### src/rtl/cnn_stream_pkg.sv
// Shared types for the pixel stream and the conv/Relu chain.
// Holds the stream FSM states, the pixel type and the raster address width.
package cnn_stream_pkg;

    localparam int PIXEL_W = 8;

    typedef logic signed [PIXEL_W-1:0] pixel_t;

    typedef enum logic [1:0] {
        IDLE,
        STREAM,
        DRAIN
    } stream_state_t;

    function automatic int raster_addr_width(input int side);
        return (side * side > 1) ? $clog2(side * side) : 1;
    endfunction

endpackage

### src/rtl/pixel_stream_source_if.sv
// Host write port, start/hold controls and the outgoing pixel stream.
// Master drives writes and controls; slave is the stream source.
interface pixel_stream_source_if
    import cnn_stream_pkg::*;
#(
    parameter int bitwidth   = 8,
    parameter int imageWidth = 11
);
    localparam int addrWidth = raster_addr_width(imageWidth);

    logic                       wr_en;
    logic [addrWidth-1:0]       wr_addr;
    logic signed [bitwidth-1:0] wr_data;
    logic                       start;
    logic                       hold_in;
    logic signed [bitwidth-1:0] data_out;
    logic                       isValid_out;
    logic                       rowEnd_out;
    logic                       frameEnd_out;
    logic                       busy;

    modport master (
        output wr_en, wr_addr, wr_data, start, hold_in,
        input  data_out, isValid_out, rowEnd_out, frameEnd_out, busy
    );

    modport slave (
        input  wr_en, wr_addr, wr_data, start, hold_in,
        output data_out, isValid_out, rowEnd_out, frameEnd_out, busy
    );

endinterface

### src/rtl/pixel_frame_ram.sv
// Single-port frame buffer: synchronous write, registered read.
// Contents are never reset; only the read register is.
module pixel_frame_ram #(
    parameter int bitwidth  = 8,
    parameter int depth     = 121,
    parameter int addrWidth = 7
) (
    input  logic                       clock,
    input  logic                       reset,
    input  logic                       we,
    input  logic                       re,
    input  logic [addrWidth-1:0]       addr,
    input  logic signed [bitwidth-1:0] wdata,
    output logic signed [bitwidth-1:0] rdata
);
    logic signed [bitwidth-1:0] mem [depth];
    logic signed [bitwidth-1:0] rdata_d;
    logic signed [bitwidth-1:0] rdata_q;

    always_ff @(posedge clock) begin
        if (we) begin
            mem[addr] <= wdata;
        end
    end

    // Read data holds when no read is issued.
    always_comb begin
        rdata_d = rdata_q;
        if (re) begin
            rdata_d = mem[addr];
        end
    end

    always_ff @(posedge clock) begin
        if (reset) begin
            rdata_q <= '0;
        end else begin
            rdata_q <= rdata_d;
        end
    end

    assign rdata = rdata_q;

endmodule

### src/rtl/pixel_stream_source.sv
// Buffers one square frame from the host and streams it in raster order
// with row-end/frame-end markers and downstream hold.
module pixel_stream_source
    import cnn_stream_pkg::*;
#(
    parameter int bitwidth   = 8,
    parameter int imageWidth = 11
) (
    input  logic                 clock,
    input  logic                 reset,
    pixel_stream_source_if.slave bus
);
    localparam int frameSize = imageWidth * imageWidth;
    localparam int addrWidth = raster_addr_width(imageWidth);
    localparam int colWidth  = $clog2(imageWidth);
    localparam logic [colWidth-1:0] LAST_IDX = colWidth'(imageWidth - 1);

    stream_state_t state_d, state_q;
    logic [colWidth-1:0] row_d, row_q;
    logic [colWidth-1:0] col_d, col_q;
    logic valid_d, valid_q;
    logic row_end_d, row_end_q;
    logic frame_end_d, frame_end_q;

    logic                 rd_en;
    logic                 ram_we;
    logic [addrWidth-1:0] rd_addr;
    logic [addrWidth-1:0] ram_addr;

    assign rd_addr = addrWidth'(int'(row_q) * imageWidth + int'(col_q));

    always_comb begin
        state_d     = state_q;
        row_d       = row_q;
        col_d       = col_q;
        rd_en       = 1'b0;
        valid_d     = 1'b0;
        row_end_d   = 1'b0;
        frame_end_d = 1'b0;
        unique case (state_q)
            IDLE: begin
                if (bus.start) begin
                    state_d = STREAM;
                end
            end
            STREAM: begin
                if (!bus.hold_in) begin
                    rd_en       = 1'b1;
                    valid_d     = 1'b1;
                    row_end_d   = (col_q == LAST_IDX);
                    frame_end_d = row_end_d && (row_q == LAST_IDX);
                    if (col_q == LAST_IDX) begin
                        col_d = '0;
                        if (row_q == LAST_IDX) begin
                            row_d   = '0;
                            state_d = DRAIN;
                        end else begin
                            row_d = row_q + 1'b1;
                        end
                    end else begin
                        col_d = col_q + 1'b1;
                    end
                end
            end
            DRAIN: begin
                state_d = IDLE;
            end
            default: begin
                state_d = IDLE;
            end
        endcase
    end

    always_ff @(posedge clock) begin
        if (reset) begin
            state_q     <= IDLE;
            row_q       <= '0;
            col_q       <= '0;
            valid_q     <= 1'b0;
            row_end_q   <= 1'b0;
            frame_end_q <= 1'b0;
        end else begin
            state_q     <= state_d;
            row_q       <= row_d;
            col_q       <= col_d;
            valid_q     <= valid_d;
            row_end_q   <= row_end_d;
            frame_end_q <= frame_end_d;
        end
    end

    // Host writes only land while idle, so the port is never contended.
    assign ram_we   = bus.wr_en && (state_q == IDLE)
                      && (int'(bus.wr_addr) < frameSize);
    assign ram_addr = rd_en ? rd_addr : bus.wr_addr;

    pixel_frame_ram #(
        .bitwidth  (bitwidth),
        .depth     (frameSize),
        .addrWidth (addrWidth)
    ) u_ram (
        .clock (clock),
        .reset (reset),
        .we    (ram_we),
        .re    (rd_en),
        .addr  (ram_addr),
        .wdata (bus.wr_data),
        .rdata (bus.data_out)
    );

    assign bus.isValid_out  = valid_q;
    assign bus.rowEnd_out   = row_end_q;
    assign bus.frameEnd_out = frame_end_q;
    assign bus.busy         = (state_q != IDLE);

endmodule
### src/flat_wrapper.sv
// flat-port wrapper written by rule: the top's interface ports become plain ports
module pixel_stream_source_flat import cnn_stream_pkg::*;
#(
    parameter int bitwidth   = 8,
    parameter int imageWidth = 11
)
  (clock, reset, bus_wr_en, bus_wr_addr, bus_wr_data, bus_start, bus_hold_in, bus_data_out, bus_isValid_out, bus_rowEnd_out, bus_frameEnd_out, bus_busy);
  pixel_stream_source_if #(.bitwidth(bitwidth), .imageWidth(imageWidth)) bus_i ();
  input  logic clock;
  input  logic reset;
  input wire logic [$bits(bus_i.wr_en)-1:0] bus_wr_en;
  input wire logic [$bits(bus_i.wr_addr)-1:0] bus_wr_addr;
  input wire logic [$bits(bus_i.wr_data)-1:0] bus_wr_data;
  input wire logic [$bits(bus_i.start)-1:0] bus_start;
  input wire logic [$bits(bus_i.hold_in)-1:0] bus_hold_in;
  output wire logic [$bits(bus_i.data_out)-1:0] bus_data_out;
  output wire logic [$bits(bus_i.isValid_out)-1:0] bus_isValid_out;
  output wire logic [$bits(bus_i.rowEnd_out)-1:0] bus_rowEnd_out;
  output wire logic [$bits(bus_i.frameEnd_out)-1:0] bus_frameEnd_out;
  output wire logic [$bits(bus_i.busy)-1:0] bus_busy;
  assign bus_i.wr_en = bus_wr_en;
  assign bus_i.wr_addr = bus_wr_addr;
  assign bus_i.wr_data = bus_wr_data;
  assign bus_i.start = bus_start;
  assign bus_i.hold_in = bus_hold_in;
  assign bus_data_out = bus_i.data_out;
  assign bus_isValid_out = bus_i.isValid_out;
  assign bus_rowEnd_out = bus_i.rowEnd_out;
  assign bus_frameEnd_out = bus_i.frameEnd_out;
  assign bus_busy = bus_i.busy;
  pixel_stream_source #(.bitwidth(bitwidth), .imageWidth(imageWidth)) u_core (.clock(clock), .reset(reset), .bus(bus_i));
endmodule
### config.mk
export PLATFORM = sky130hd
export DESIGN_NAME = pixel_stream_source_flat
export DESIGN_NICKNAME = d
export VERILOG_FILES = /design/src/rtl/cnn_stream_pkg.sv /design/src/rtl/pixel_stream_source_if.sv /design/src/rtl/pixel_frame_ram.sv /design/src/rtl/pixel_stream_source.sv /design/src/flat_wrapper.sv
export SDC_FILE = /design/constraint.sdc
export NUM_CORES = 1
export LEC_CHECK = 0
export BUFFER_PORTS_ARGS = -buffer_cell sky130_fd_sc_hd__buf_2
export CORE_MARGIN = 2
export CORE_UTILIZATION = 40
export CTS_BUF_LIST = sky130_fd_sc_hd__clkbuf_4 sky130_fd_sc_hd__clkbuf_8 sky130_fd_sc_hd__clkbuf_16
export CTS_CLUSTER_DIAMETER = 80
export DETAILED_ROUTE_END_ITERATION = 7
export GPL_ROUTABILITY_DRIVEN = 0
export SYNTH_ARGS = -nofsm -noshare
export SYNTH_HDL_FRONTEND = slang
export SYNTH_SLANG_ARGS = --single-unit
### constraint.sdc
create_clock -name clock -period 12.6 [get_ports clock]
set_clock_uncertainty 0.2 [all_clocks]
set_input_delay 3.78 -clock clock [delete_from_list [all_inputs] [get_ports clock]]
set_output_delay 3.78 -clock clock [all_outputs]
set_load 0.02 [all_outputs]
==> results of run 1 <==
layer usage:
metal,vias up,global-route usage [%],part of all wire (%)
met4,0,6.22,2.9
met3,189,3.72,7.4
met1,12032,28.7,42
met5,-,0,0
li1,10430,-,-
met2,1028,33.0,47
registers in the layout, indices dropped and copies added, names as in the netlist:
name                     count
u_core.col_q                 4
u_core.u_ram.mem           968
u_core.bus.frameEnd_out      1
u_core.u_ram.rdata           8
u_core.bus.rowEnd_out        1
u_core.state_q               2
u_core.row_q                 4
u_core.bus.isValid_out       1
synth_stat cells, drive strengths merged, types with 21 or more instances:
cell,count
nor2,171
a32oi,46
a22oi,27
nand2,438
mux4,22
dfxtp,21
nand3,169
clkbuf,70
edfxtp,968
buf,95
a221oi,64
mux2i,268
a21oi,107
o21ai,43
per-stage QoR:
stage | instance area, um^2 | power [mW] | util (%) | hold WS [ns]
after detailed placement | 41500 | 4.16 | 41.6 | 0.321
final | 44900 | 7.12 | 45.0 | 0.336
after global routing | 44900 | 7.30 | 45.0 | 0.371
after floorplan | 40000 | 3.96 | - | 0.288
after global placement | 41500 | 4.16 | 41.6 | 0.303
after CTS | 44900 | 7.15 | 45.0 | 0.330
power by group through the flow:
stage | logic [mW] | registers (mW) | clock network [mW]
after global routing | 0.503 | 3.62 | 3.17
after global placement | 0.462 | 3.69 | 0
after floorplan | 0.267 | 3.69 | 0
after detailed placement | 0.467 | 3.69 | 0
after CTS | 0.468 | 3.62 | 3.06
final | 0.472 | 3.62 | 3.02
layout by cell type, fill, tap and decap left out, types with 27 or more instances in the layout:
cell and count:
a21oi_1 105, a221oi_1 64, a22oi_1 27, a32oi_1 46, buf_4 42, clkbuf_16 101, edfxtp_1 968, mux2i_1 267
nand2_1 438, nand3_1 162, nor2_1 171, o21ai_0 41
worst paths after layout:
path | end | slack (ns) | depth (start not counted)
worst max-delay path | u_core.u_ram.rdata[5]$_SDFFE_PP0P_ | 4.52 | 10
worst min-delay path | u_core.u_ram.rdata[3]$_SDFFE_PP0P_ | 0.34 | 2
worst max register to register | u_core.u_ram.rdata[5]$_SDFFE_PP0P_ | 5.37 | 15
worst min register to register | u_core.u_ram.rdata[3]$_SDFFE_PP0P_ | 0.34 | 2
layout make-up:
cell class,instances,area (um^2),share of cell area (%)
Sequential cell,989,29500,65.7
Multi-Input combinational cell,1549,9890,22.0
Inverter,12,45.0,0.100
Tap cell,1298,1620,3.62
Timing Repair Buffer,67,455,1.02
Clock inverter,57,648,1.44
Clock buffer,124,2710,6.05
worst reg2reg max path: stages, from the launching register on:
cell      delay (ns)
dfxtp_1         0.42
inv_1           0.11
ha_1            0.32
inv_1           0.05
ha_1            0.27
ha_1            0.24
fa_1            0.94
nor4bb_1        1.04
a21o_4          0.74
buf_4           0.62
buf_4           0.67
mux4_2          0.44
a222oi_1        0.48
nand3_1         0.21
a22oi_1         0.21
a41oi_1         0.14
cells by family (layout without fill, tap and decap cells):
group | after synthesis | in the layout | synth area share [%]
compound gates | 375 | 375 | 6.48
xor+xnor | 10 | 10 | 0.219
fa+ha+maj | 20 | 20 | 0.681
buf+inv | 177 | 260 | 1.93
flops | 989 | 989 | 73.7
mux | 292 | 292 | 7.99
simple gates | 852 | 852 | 9.04
==> results.toml, run 1 <==
[synth]
postSynthNetCount = 2755
synth.distinct_cells = 62
synthesis.yosys.warnings = 0
avgSynthCellArea_um2 = 14.7
synth.top_cell.area_share_pct = 72.6
synth.area.top_cells = "edfxtp_1 73%, mux2i_1 6.7%, nand2_1 4.1%, nand3_1 2.1%, nor2_1 1.6%"
synthFlopType = "edfxtp_1"
syn_area_um2 = 40000
async_reset_ff_share_pct = 0
synth-edff-count = 968
synth_seq_cells = 989
synth_top_cell_by_area = "edfxtp_1"
synth_cells = 2715
yosysSeqAreaShare_pct = 73.7

[setup_path]
cp-start-kind = "input port"
critPathMostFrequentCell = "buf_4"
cp.required_ns = 12.92
path_buf_inv = 3
end_kind = "register"
crit_start = "bus_hold_in"
max_stage_delay_ns = 0.97
worst-path-max-fanout = 59
crit_chain = "buf_2, nor4bb_1, a21o_4, buf_4, buf_4, mux4_2, a222oi_1, nand3_1, a22oi_1, a41oi_1"
critPathSlowestCell = "nor4bb_1"
cp.arrival_ns = 8.40
cp_top_family = "compound AO/OA/AOI/OAI gates"
criticalPathCategory = "in2reg"
r2r-start = "u_core.row_q[0]$_SDFFE_PP0P_"

[outcome]
status = "complete, no violations"

[pwr]
leakagePower_nw = 15.0
ir_drop_v = 0.000116
p_sw_share_pct = 22.3
clkPwrFrac_pct = 42.4
combPwrFrac_pct = 6.6
internal-power_mw = 5.53
seq_power_share_pct = 50.9
power_switching_mw = 1.59
powerDensity_nw_per_um2 = 159

[drt]
totalWireLength_um = 107000
dr.pass1.iters = 6
drc_errors = 0
drtIter0Drc = 2871
num_vias = 23679
vias_per_cell = 5.78
wl_per_cell_um = 26.0
postRouteAntennaNets = 0

[place]
portBuffers = 31
dp_slack_ns = 3.95
place_hpwl_um = 63600
dp_cells = 3915

[clock_tree]
cts_resized = 0
cts_max_path_buffers = 3
clkSlewWorstSetupHoldPaths_ns = 0.06
numCtsBuffers = 100
clock_latency_ns = 0.66
h-tree-depth = 3
postCtsSetupBuffers = 0
cts_tree = "yes"
cts_sinks = 989
cts_root_buf = "clkbuf_16"
cts_hold_buf = 0

[sta]
hold_violations = 0
fin_crit_sh_pct = 64.1
slew_viol_final = 0
setup_viol = 0
period_needed_ns = 8.08
rsz0062_at_grt = "no"
max_slew.worst_pin.slew_ns = 1.24
tns_ns = 0
max_slew_margin_pct = 17.4
fmax_ghz = 0.124
layout_setup_ws_ns = 4.52

[grt]
grt_pass1_vias = 23468
antenna_found_initial = 0
grt_first_pass_wirelength_um = 157000
grt_max_degree = 108
overflow = 0
grt.total_usage_pct = 20.6

[die]
std_cell_rows = 116
dieWidth_um = 320
die_y_um = 320
die_area_um2 = 103000
coreArea_um2 = 99700
initial_core_util_pct = 40.2
pin_count = 32

[layout]
antenna_cells = 0
drive_gt1_share_pct = 9.76
fillCellCount = 8613
num-nets-final = 2759
area_growth_pct = 12.0
stdcell_count = 4096

[min_path]
worst_hold_path_type = "reg2reg"
min_from = "u_core.u_ram.rdata[3]$_SDFFE_PP0P_"

[job]
drv_cap = 0
(Power assumes the default switching activity.)
==> inputs of run 2 (changes only) <==
==> constraint.sdc (replaced) <==
create_clock -name clock -period 7.55 [get_ports clock]
set_clock_uncertainty 0.2 [all_clocks]
set_input_delay 2.265 -clock clock [delete_from_list [all_inputs] [get_ports clock]]
set_output_delay 2.265 -clock clock [all_outputs]
set_load 0.02 [all_outputs]
==> results.toml, run 2 (synthesis gave the netlist of run 1 again) <==
[layout]
largest_reg_flops = 968
multiInputGateArea_um2 = 9850
seqCellArea_um2 = 29500
fillCellCount = 8487
area_growth_pct = 12.7
design_area_um2 = 45100
final_cell_mix = "968 x edfxtp_1, 438 x nand2_1, 267 x mux2i_1"
mostFrequentLayoutCell = "edfxtp_1"
num-nets-final = 2782
regMostFlops = "u_core.u_ram.mem"
drive_gt1_share_pct = 10.3

[pwr]
ir_drop_v = 0.000182
powerDensity_nw_per_um2 = 265
p_total_mw = 12.0
leakagePower_nw = 15.2

[setup_path]
end_kind = "register"
criticalPathCategory = "reg2reg"
crit_chain = "inv_1, ha_1, inv_1, ha_1, ha_1, fa_1, nor4bb_1, a21o_4, buf_12, mux2i_1, mux2i_1, a22oi_1, nand4_1, a221oi_1, a31oi_1"
cp.required_ns = 7.89
worst-path-max-fanout = 42
max_stage_delay_ns = 0.90
worstRegToRegCells = 15
critPathSlowestCell = "fa_1"
critPathMostFrequentCell = "ha_1"
cp.arrival_ns = 6.93
cp-start-kind = "register"

[drt]
drc_errors = 0
postRouteAntennaNets = 0
num_vias = 24001
dr.pass1.iters = 5
drtIter0Drc = 3161
totalWireLength_um = 106000
wl_per_cell_um = 25.7
vias_per_cell = 5.81

[sta]
max_slew_margin_pct = 19.6
tns_ns = 0
setup_viol = 0
timing.hold.ws_ns = 0.325
fmax_ghz = 0.152
fin_crit_sh_pct = 87.3
hold_violations = 0
slew_viol_final = 0
max_slew.worst_pin.slew_ns = 1.20
rsz0062_at_grt = "no"
period_needed_ns = 6.59

[clock_tree]
numCtsBuffers = 102
cts_resized = 0
cts_sinks = 989
h-tree-depth = 3
postCtsSetupBuffers = 0
clkSlewWorstSetupHoldPaths_ns = 0.06
cts_tree = "yes"
cts_root_buf = "clkbuf_16"
cts_max_path_buffers = 3
clock_latency_ns = 0.69
cts_hold_buf = 0

[place]
place_area_um2 = 41700
portBuffers = 31
place_hpwl_um = 64500

[grt]
grt_pass1_vias = 23662
grt_first_pass_wirelength_um = 157000
grt.total_usage_pct = 20.4
grt_max_degree = 85
antenna_found_initial = 2
overflow = 0

[job]
drv_cap = 0

[die]
initial_core_util_pct = 40.2
die_y_um = 320
coreArea_um2 = 99700
dieWidth_um = 320
std_cell_rows = 116
pin_count = 32
die_area_um2 = 103000

[min_path]
holdPathStages = 2
worst_hold_path_type = "reg2reg"

[outcome]
status = "complete, no violations"
run 2: area by class of cell:
cell class                 count  share of cell area [%]
sequential                   989                    65.3
multi-input combinational   1549                    21.8
clock buffer                 125                    6.11
tap                         1298                    3.60
clock inverter                68                    1.55
timing repair buffer          88                    1.48
inverter                      12                  0.0998
antenna                        1                 0.00555
run 2: stage by stage:
stage	cells	setup WS, ns	util (%)
6_report	4130	0.962	45.3
3_5_place_dp	3936	0.910	41.8
3_3_place_gp	3936	0.941	41.8
2_1_floorplan	2715	2.41	-
4_1_cts	4129	1.11	45.3
5_1_grt	4129	0.832	45.3
run 2: power breakdown:
part / switching [mW] / internal [mW]
Sequential: 0.00934 / 6.04
Combinational: 0.570 / 0.223
Clock: 2.15 / 2.96
run 2: final timing paths:
| kind | slack (ns) | startpoint | endpoint |
|---|---|---|---|
| setup reg to reg | 0.96 | u_core.row_q[0]$_SDFFE_PP0P_ | u_core.u_ram.rdata[1]$_SDFFE_PP0P_ |
| setup / recovery | 0.96 | u_core.row_q[0]$_SDFFE_PP0P_ | u_core.u_ram.rdata[1]$_SDFFE_PP0P_ |
| hold reg to reg | 0.33 | u_core.u_ram.rdata[0]$_SDFFE_PP0P_ | u_core.u_ram.rdata[0]$_SDFFE_PP0P_ |
| hold / removal | 0.33 | u_core.u_ram.rdata[0]$_SDFFE_PP0P_ | u_core.u_ram.rdata[0]$_SDFFE_PP0P_ |
run 2: worst max-delay path, delay by kind of cell (launching register included):
| family | cells | cell delay (ns) |
|---|---|---|
| AOI/OAI and AO/OA | 4 | 1.95 |
| adders and majority gates | 4 | 1.72 |
| and+or+nand+nor | 2 | 1.17 |
| buffers and inverters | 3 | 0.50 |
| muxes | 2 | 0.43 |
| DFF | 1 | 0.41 |
run 2: metal layers:
layer  up-vias  track usage, %  share of wire (%)
met1     12252            28.8                 43
li1      10491               -                  -
met5         -               0              0.010
met3       201            3.78                7.9
met2      1055            32.4                 47
met4         2            5.95                2.8
